--- config.mk ---
export PLATFORM = sky130hd
export DESIGN_NAME = hazard_ctrl
export DESIGN_NICKNAME = d
export VERILOG_FILES = /design/src/rtl/hazard_ctrl.sv
export SDC_FILE = /design/constraint.sdc
export NUM_CORES = 1
export LEC_CHECK = 0
export CORE_UTILIZATION = 41
export CTS_CLUSTER_DIAMETER = 100
export DETAILED_ROUTE_END_ITERATION = 6
export GPL_TIMING_DRIVEN = 0
export HOLD_SLACK_MARGIN = 0.05
export PLACE_DENSITY = 0.82
export SLEW_MARGIN = 20
export SYNTH_ARGS = -nofsm -noshare
export SYNTH_HDL_FRONTEND = slang
export SYNTH_SLANG_ARGS = --single-unit
--- constraint.sdc ---
create_clock -name clk -period 3 [get_ports clk]
set_input_delay 0.75 -clock clk [delete_from_list [all_inputs] [get_ports clk]]
set_output_delay 0.75 -clock clk [all_outputs]
set_load 0.01 [all_outputs]
--- src/rtl/hazard_ctrl.sv ---
// -----------------------------------------------------------------------------
// hazard_ctrl -- MIPS R2000 decode-stage interlock controller.
//
// Compares the register operands of the instruction in ID against the
// destinations of the instructions in EX and MEM, and sequences the
// multi-cycle HI/LO multiply/divide unit. Produces the PC / IF-ID enables,
// the ID/EX bubble request and the mult/div start pulse, and keeps a
// saturating count of stalled cycles.
//
// Build option:
//   HAZARD_FWD_EN  defined   -> EX/MEM forwarding exists, only load-use stalls
//                  undefined -> no forwarding, any RAW on EX or MEM stalls
//
// Ports:
//   clk, rst                       clock, asynchronous active-high reset
//   id_rs, id_rt                   source fields of the ID instruction
//   id_uses_rs, id_uses_rt         ID instruction reads rs / rt
//   id_is_muldiv, id_is_div        ID holds MULT/MULTU/DIV/DIVU (div = 1)
//   id_reads_hilo                  ID holds MFHI/MFLO
//   ex_mem_read, ex_reg_write      EX holds a load / writes the register file
//   ex_wreg                        EX destination register
//   mem_reg_write, mem_wreg        MEM writes the register file / destination
//   pc_en, ifid_en                 front-end enables (low while stalled)
//   idex_bubble                    load a NOP into ID/EX this cycle
//   md_start                       one-cycle start pulse to the mult/div unit
//   md_busy                        mult/div unit in progress
//   stall_cnt                      saturating count of stalled cycles
// -----------------------------------------------------------------------------
module hazard_ctrl #(
  parameter int MULT_CYCLES = 12,
  parameter int DIV_CYCLES  = 35,
  parameter int CNT_W       = 16
) (
  input  logic             clk,
  input  logic             rst,
  input  logic [4:0]       id_rs,
  input  logic [4:0]       id_rt,
  input  logic             id_uses_rs,
  input  logic             id_uses_rt,
  input  logic             id_is_muldiv,
  input  logic             id_is_div,
  input  logic             id_reads_hilo,
  input  logic             ex_mem_read,
  input  logic             ex_reg_write,
  input  logic [4:0]       ex_wreg,
  input  logic             mem_reg_write,
  input  logic [4:0]       mem_wreg,
  output logic             pc_en,
  output logic             ifid_en,
  output logic             idex_bubble,
  output logic             md_start,
  output logic             md_busy,
  output logic [CNT_W-1:0] stall_cnt
);

  // Down-counter must hold the largest preload value, max(cycles) - 1.
  localparam int MAX_CYC = (DIV_CYCLES > MULT_CYCLES) ? DIV_CYCLES : MULT_CYCLES;
  localparam int CW      = (MAX_CYC > 1) ? $clog2(MAX_CYC) : 1;
  localparam logic [CW-1:0] MULT_LOAD = CW'(MULT_CYCLES - 1);
  localparam logic [CW-1:0] DIV_LOAD  = CW'(DIV_CYCLES - 1);

  typedef enum logic {
    IDLE = 1'b0,
    BUSY = 1'b1
  } md_state_e;

  md_state_e        state_q, state_d;
  logic [CW-1:0]    cnt_q, cnt_d;
  logic [CNT_W-1:0] stall_cnt_q, stall_cnt_d;

  logic match_ex, match_mem;
  logic load_use, raw_ex, raw_mem;
  logic hazard, hilo_wait, stall;

  // Operand match against a producer; $0 is never a real destination.
  assign match_ex  = (ex_wreg != 5'd0) &&
                     ((id_uses_rs && (id_rs == ex_wreg)) ||
                      (id_uses_rt && (id_rt == ex_wreg)));
  assign match_mem = (mem_wreg != 5'd0) &&
                     ((id_uses_rs && (id_rs == mem_wreg)) ||
                      (id_uses_rt && (id_rt == mem_wreg)));

  assign load_use = ex_mem_read   && match_ex;
  assign raw_ex   = ex_reg_write  && match_ex;
  assign raw_mem  = mem_reg_write && match_mem;

`ifdef HAZARD_FWD_EN
  // Forwarding covers ALU results; only a load's data arrives too late.
  assign hazard = load_use;
`else
  assign hazard = load_use | raw_ex | raw_mem;
`endif

  // A second mult/div waits for the unit rather than restarting it.
  assign hilo_wait = md_busy && (id_reads_hilo || id_is_muldiv);
  assign stall     = hazard || hilo_wait;

  assign pc_en       = ~stall;
  assign ifid_en     = ~stall;
  assign idex_bubble = stall;
  assign md_start    = id_is_muldiv && !stall;

  // Decoded from the async-reset state, so reset drops it without a clock.
  assign md_busy   = (state_q == BUSY);
  assign stall_cnt = stall_cnt_q;

  always_comb begin
    // NOTE: every signal gets a default first so no path leaves it unassigned
    // and no latch is inferred.
    state_d = state_q;
    cnt_d   = cnt_q;
    unique case (state_q)
      IDLE: begin
        if (md_start) begin
          cnt_d   = id_is_div ? DIV_LOAD : MULT_LOAD;
          state_d = BUSY;
        end
      end
      BUSY: begin
        if (cnt_q == '0) state_d = IDLE;
        else             cnt_d   = cnt_q - 1'b1;
      end
      default: state_d = IDLE;
    endcase
  end

  // Saturate at all-ones rather than wrap.
  assign stall_cnt_d = (stall && (stall_cnt_q != '1)) ? stall_cnt_q + 1'b1
                                                      : stall_cnt_q;

  always_ff @(posedge clk or posedge rst) begin
    // NOTE: non-blocking assignments so every register samples pre-edge values.
    if (rst) begin
      state_q     <= IDLE;
      cnt_q       <= '0;
      stall_cnt_q <= '0;
    end else begin
      state_q     <= state_d;
      cnt_q       <= cnt_d;
      stall_cnt_q <= stall_cnt_d;
    end
  end

endmodule

==> run_results.csv, run 1 <==
group,metric,value,unit
worst_setup_path,critical_path_depth,8,
cts,clk_pin_slew,0.13,ns
finish,final_common_cell,"clkdlybuf4s50_1",
sta,layout_setup_ws,-0.0287,ns
placed_design,hpwl,2.48,mm
placed_design,portBuffers,50,
sta,timing.fmax,330,MHz
yosys,synth_edf_count,0,
cts,hold_buffers,0,
die,dieArea,3860,um2
finish,diodes,0,
yosys,ys_ff_latch,23,
worst_setup_path,crit_slowest_cell,"or4_4",
grt,grt_use_total,19.9,%
worst_setup_path,critPathRequiredTime,2.25,ns
detailed_routing,drt_iter0_markers,62,
yosys,ys_async_sr_fraction,100,%
worst_setup_path,worstPathArrival,2.28,ns
grt,grt_pass1_wl,6.12,mm
pwr,pwr_density_cell,632,nW/um2
pwr,power.leakage,1.01,nW
run_status,status,"finished with violations",
grt,antenna_found_initial,0,
die,start_util,43.7,%
sta,finClkSkew,0.0117,ns
die,coreArea,3390,um2
cts,ctsHtreeMaxLevel,1,
detailed_routing,dr.pass1.iters,4,
cts,clockBufferDepth,2,
yosys,synth.distinct_cells,39,
placed_design,postPlaceCellArea,2040,um2
cts,clkSinkCount,23,
detailed_routing,vias,1354,
hold_path,hold_class,"reg -> reg",
yosys,ys_seq_area_share,38.9,%
detailed_routing,finalWirelength,3.56,mm
detailed_routing,drcViolationCount,0,
sta,maxSlewHeadroom,41.5,%
worst_setup_path,path_cells,"buf_6, or4_4, o21a_2, a221oi_4, buf_6, buf_6, inv_2, buf_6",
detailed_routing,via_per_inst,5.17,
yosys,synthFlopType,"dfrtp_1",
worst_setup_path,reg2reg_depth,8,
yosys,yosysWarnings,0,
die,dieWidth,62.1,um
hold_path,hold_depth,1,
die,ios,51,
sta,hold_viol,0,
placed_design,place.gp.congestion,0.816,
cts,clkLatencyLatePin,0.32,ns
finish,final_design_area_no_fill,2180,um2
yosys,avgSynthCellArea,9.88,um2
worst_setup_path,crit_buf_inv,5,
sta,rsz0062_at_grt,"true",
yosys,syn_nets,182,
worst_setup_path,slowest_delay,0.52,ns
worst_setup_path,cp_common_cell,"buf_6",
yosys,syn_area,1480,um2
detailed_routing,wl_per_cell,13.6,um
sta,worstMarginPinSlew,0.877,ns
worst_setup_path,path_max_fanout,3,
finish,layout.filler_cells,275,
pwr,ir_drop,0.378,mV
sta,setup_viol,1,
worst_setup_path,cp-start-kind,"primary input",
die,rows,21,
grt,grt_pass1_vias,1299,
pwr,finalPower,1.38,mW
placed_design,place_inst,246,
grt,grt_max_degree,24,
finish,stdcell_count,262,
cts,cts-root-buf,"clkbuf_4",
finish,drive_gt1_share,20.8,%
cts,cts_tree,"yes",
job,drv_cap,0,
finish,final_nets,249,
worst_setup_path,crit_family,"compound AO/OA/AOI/OAI gates",
worst_setup_path,end_kind,"primary output",
sta,finalCritPeriodShare,101,%
die,dieHeight,62.1,um
sta,tns,-0.0287,ns
sta,finalCriticalPeriod,3.03,ns
yosys,synth_cells,150,
finish,areaGrowthSynthToFinish,47.3,%
grt,grt.overflow.total,0,
worst_setup_path,setup.worst_path.class,"in -> out",
cts,numCtsBuffers,3,
finish,most-common-layout-cells,"clkdlybuf4s50_1 (26), dfrtp_1 (23), xnor2_1 (20)",
detailed_routing,drtAntennaViolNets,0,
run_status,violations,"setup timing",
sta,final-max-slew-violation-count,0,
-- metrics by stage --
| stage | util, % | hold slack (ns) | setup slack (ns) |
|---|---|---|---|
| final | 64.4 | 0.500 | -0.0287 |
| after global routing | 64.4 | 0.523 | -0.0568 |
| after CTS | 64.0 | 0.497 | -0.0361 |
| after detailed placement | 60.2 | 0.479 | -1.12 |
| after global placement | 60.2 | 0.477 | -1.12 |
| after floorplan | - | 0.465 | 0.00325 |
-- per-layer routing --
metal / GRT usage, % / wire length, um / up-vias
met5: 0 / 0 / -
met4: 6.98 / 52 / 0
met3: 3.31 / 187 / 5
met2: 30.5 / 1540 / 42
met1: 28.4 / 1780 / 642
li1: - / - / 665
-- worst paths after layout --
check	end	from	slack (ns)
worst max-delay path	idex_bubble	mem_wreg[3]	-0.03
worst min-delay path	stall_cnt[7]	stall_cnt[7]	0.50
worst max register to register	stall_cnt[11]	stall_cnt[6]	0.77
worst min register to register	stall_cnt[7]	stall_cnt[7]	0.50
max in group asynchronous	cnt_q[4]	rst	1.56
min in group asynchronous	stall_cnt[1]	rst	0.90
-- synthesized netlist by cell type (3+ instances only) --
cell type / n / share of area (%)
a21oi_1: 3 / 1.0
and3_1: 4 / 1.7
dfrtp_1: 23 / 39
inv_1: 5 / 1.3
nand2_1: 13 / 3.3
nand2b_1: 3 / 1.3
nand3_1: 3 / 1.0
nand4_1: 7 / 3.0
nor2_1: 3 / 0.76
nor3_1: 8 / 2.7
nor4b_1: 4 / 2.4
o21a_1: 3 / 1.5
xnor2_1: 20 / 12
xor2_1: 16 / 9.5
-- timing repair --
| action | CTS | global route |
|---|---|---|
| gates resized for setup | 78 | 2 |
| buffers inserted | 12 | 1 |
| cloned | 0 | 0 |
| pin swaps | 9 | 2 |
| hold endpoints to repair | 0 | 0 |
| endpoints found under the setup margin | 4 | 4 |
-- registers in the layout, indices dropped and copies added, names as in the netlist --
register	cells
stall_cnt	16
cnt_q	6
md_busy	1
-- worst reg2reg max path: stages (launching register included) --
cell and delay (ns):
dfrtp_1 0.44, and3_1 0.20, and3_1 0.20, and3_1 0.24, and4_1 0.20, buf_2 0.15, buf_2 0.20, nor4_1 0.37
xor2_1 0.17
-- logic make-up after synthesis --
family	after synthesis	synth area share [%]
buffers and inverters	11	3.72
multiplexers	1	0.760
AO/OA/AOI/OAI	19	11.0
flip-flops	23	38.9
XOR/XNOR	36	21.3
adder cells (fa/ha/maj)	2	1.69
AND/OR/NAND/NOR	58	22.7
-- power by group --
part / internal [mW] / switching (mW) / total (mW)
combinational: 0.408 / 0.320 / 0.727
sequential: 0.407 / 0.0983 / 0.506
clock: 0.0499 / 0.0967 / 0.147
total: 0.865 / 0.515 / 1.38
-- area by class of cell --
cell class / instances / area, um2 / share of cell area, %
well taps: 46 / 57.6 / 2.64
clock buffers: 3 / 22.5 / 1.03
plain buffers: 5 / 28.8 / 1.32
flip-flops and latches: 23 / 576 / 26.4
clock inverters: 1 / 5.00 / 0.229
inverters: 5 / 18.8 / 0.860
multi-input cells: 116 / 888 / 40.7
repair buffers: 63 / 586 / 26.8
(Power assumes the default switching activity.)
==> run 2, diff against run 1 <==
--- a/config.mk
+++ b/config.mk
@@ -5,12 +5,15 @@
 export SDC_FILE = /design/constraint.sdc
 export NUM_CORES = 1
 export LEC_CHECK = 0
-export CORE_UTILIZATION = 41
+export CELL_PAD_IN_SITES_DETAIL_PLACEMENT = 1
+export CELL_PAD_IN_SITES_GLOBAL_PLACEMENT = 1
+export CORE_UTILIZATION = 30
 export CTS_CLUSTER_DIAMETER = 100
+export CTS_CLUSTER_SIZE = 12
 export DETAILED_ROUTE_END_ITERATION = 6
 export GPL_TIMING_DRIVEN = 0
 export HOLD_SLACK_MARGIN = 0.05
-export PLACE_DENSITY = 0.82
+export PLACE_DENSITY = 0.81
 export SLEW_MARGIN = 20
 export SYNTH_ARGS = -nofsm -noshare
 export SYNTH_HDL_FRONTEND = slang
==> run_results.csv, run 2 (same netlist as run 1, synthesis figures left out) <==
group,metric,value,unit
detailed_routing,finalWirelength,4.31,mm
detailed_routing,vias,1383,
finish,largest_reg_flops,16,
cts,hold_buffers,0,
die,rows,25,
sta,holdWs,0.497,ns
placed_design,place.gp.congestion,0.820,
pwr,power.leakage,1.02,nW
worst_setup_path,path_max_fanout,4,
worst_setup_path,path_cells,"buf_8, or4_4, o22a_4, a221oi_4, buf_6, buf_6, buf_6, buf_6",
die,coreArea,4720,um2
detailed_routing,drt_iter0_markers,20,
cts,clkSinkCount,23,
sta,tns,-0.162,ns
worst_setup_path,crit_slowest_cell,"or4_4",
worst_setup_path,crit_start,"ex_wreg[4]",
detailed_routing,via_per_inst,4.87,
run_status,violations,"setup timing",
die,start_util,31.4,%
hold_path,hold_class,"reg -> reg",
hold_path,hold_depth,1,
worst_setup_path,critical_path_depth,8,
finish,layout.filler_cells,544,
worst_setup_path,reg2reg_depth,8,
finish,most-common-layout-cells,"clkdlybuf4s50_1 (26), dfrtp_1 (23), xnor2_1 (20)",
detailed_routing,dr.pass1.iters,4,
worst_setup_path,slowest_delay,0.52,ns
cts,clkLatencyLatePin,0.27,ns
worst_setup_path,worstPathArrival,2.34,ns
placed_design,portBuffers,50,
worst_setup_path,crit_family,"compound AO/OA/AOI/OAI gates",
detailed_routing,wl_per_cell,15.2,um
placed_design,hpwl,2.95,mm
worst_setup_path,crit_buf_inv,5,
finish,final_common_cell,"clkdlybuf4s50_1",
worst_setup_path,setup.worst_path.class,"in -> out",
sta,finalCritPeriodShare,103,%
finish,drive_gt1_share,21.7,%
sta,hold_viol,0,
job,drv_cap,0,
cts,numCtsBuffers,3,
worst_setup_path,crit-reg2reg-capture,"stall_cnt[9]",
worst_setup_path,cp_common_cell,"buf_6",
finish,final_nets,250,
grt,grt_use_total,16.6,%
die,ios,51,
cts,cts_tree,"yes",
die,dieWidth,72.3,um
pwr,pwr_density_cell,649,nW/um2
sta,layout_setup_ws,-0.0876,ns
worst_setup_path,timing.rr.start,"stall_cnt[6]",
die,dieHeight,72.3,um
cts,ctsHtreeMaxLevel,1,
grt,grt_max_degree,24,
cts,clk_pin_slew,0.09,ns
grt,grt_pass1_vias,1409,
finish,areaGrowthSynthToFinish,52.0,%
worst_setup_path,reg2reg_setup_slack,0.67,ns
sta,timing.fmax,324,MHz
die,dieArea,5220,um2
sta,final-max-slew-violation-count,0,
cts,clockBufferDepth,2,
sta,finalCriticalPeriod,3.09,ns
detailed_routing,drtAntennaViolNets,0,
sta,finClkSkew,0.00513,ns
pwr,ir_drop,0.340,mV
worst_setup_path,endpoint,"pc_en",
sta,maxSlewHeadroom,40.3,%
grt,antenna_found_initial,0,
worst_setup_path,end_kind,"primary output",
sta,rsz0062_at_grt,"true",
finish,diodes,0,
hold_path,min_from,"stall_cnt[15]",
sta,worstMarginPinSlew,0.895,ns
sta,setup_viol,3,
detailed_routing,drcViolationCount,0,
grt,grt.overflow.total,0,
run_status,status,"finished with violations",
grt,grt_pass1_wl,6.71,mm
worst_setup_path,cp-start-kind,"primary input",
worst_setup_path,critPathRequiredTime,2.25,ns
cts,cts-root-buf,"clkbuf_8",
-- run 2: worst reg2reg max path: stages, from the launching register on --
cell     delay, ns
dfrtp_1       0.44
and3_1        0.22
and3_1        0.21
and3_1        0.24
and4_1        0.20
buf_2         0.16
buf_2         0.20
nor4_1        0.40
xor2_1        0.19
-- run 2: cell type report --
| cell class | count | area, um2 | share of cell area [%] |
|---|---|---|---|
| buffer | 6 | 40.0 | 1.78 |
| clock buffer | 3 | 41.3 | 1.83 |
| clock inverter | 1 | 5.00 | 0.222 |
| inverter | 5 | 18.8 | 0.833 |
| multi-input combinational | 116 | 906 | 40.2 |
| sequential | 23 | 576 | 25.6 |
| tap | 67 | 83.8 | 3.72 |
| timing repair buffer | 63 | 582 | 25.8 |
-- run 2: layer usage --
layer | global-route usage (%) | routed length [um]
met5 | 0 | 0
met4 | 4.58 | 34
met3 | 2.78 | 185
met2 | 27.6 | 2110
met1 | 22.2 | 1980
-- run 2: metrics by stage --
step / instances / utilization [%] / setup WS (ns) / total power [mW] / cell area [um2]
2_1_floorplan: 150 / - / 0.00325 / 0.896 / 1480
3_3_place_gp: 267 / 43.7 / -1.18 / 1.16 / 2070
3_5_place_dp: 267 / 43.7 / -1.17 / 1.19 / 2070
4_1_cts: 278 / 45.9 / -0.103 / 1.43 / 2170
5_1_grt: 284 / 47.7 / -0.140 / 1.57 / 2250
6_report: 284 / 47.7 / -0.0876 / 1.46 / 2250
-- run 2: worst min-delay path by stage --
stage	endpoint	slack (ns)
finish	stall_cnt[15]	0.50
global placement	stall_cnt[9]	0.48
floorplan	cnt_q[2]	0.46
CTS	stall_cnt[14]	0.50
global route	stall_cnt[4]	0.52
detailed placement	stall_cnt[14]	0.48
-- run 2: where the power goes --
| part | leakage (nW) | total, mW | switching, mW | internal, mW |
|---|---|---|---|---|
| Clock | 0.0255 | 0.198 | 0.105 | 0.0928 |
| Sequential | 0.291 | 0.513 | 0.105 | 0.408 |
| Combinational | 0.703 | 0.752 | 0.341 | 0.411 |
| Total | 1.02 | 1.46 | 0.551 | 0.912 |
-- run 2: what timing repair did --
item / 4_1_cts / 5_1_grt
setup endpoints to repair: 4 / 4
pin swaps: 10 / 6
endpoints found under the hold margin: 0 / 0
buffers inserted: 7 / 6
resized for setup: 77 / 10
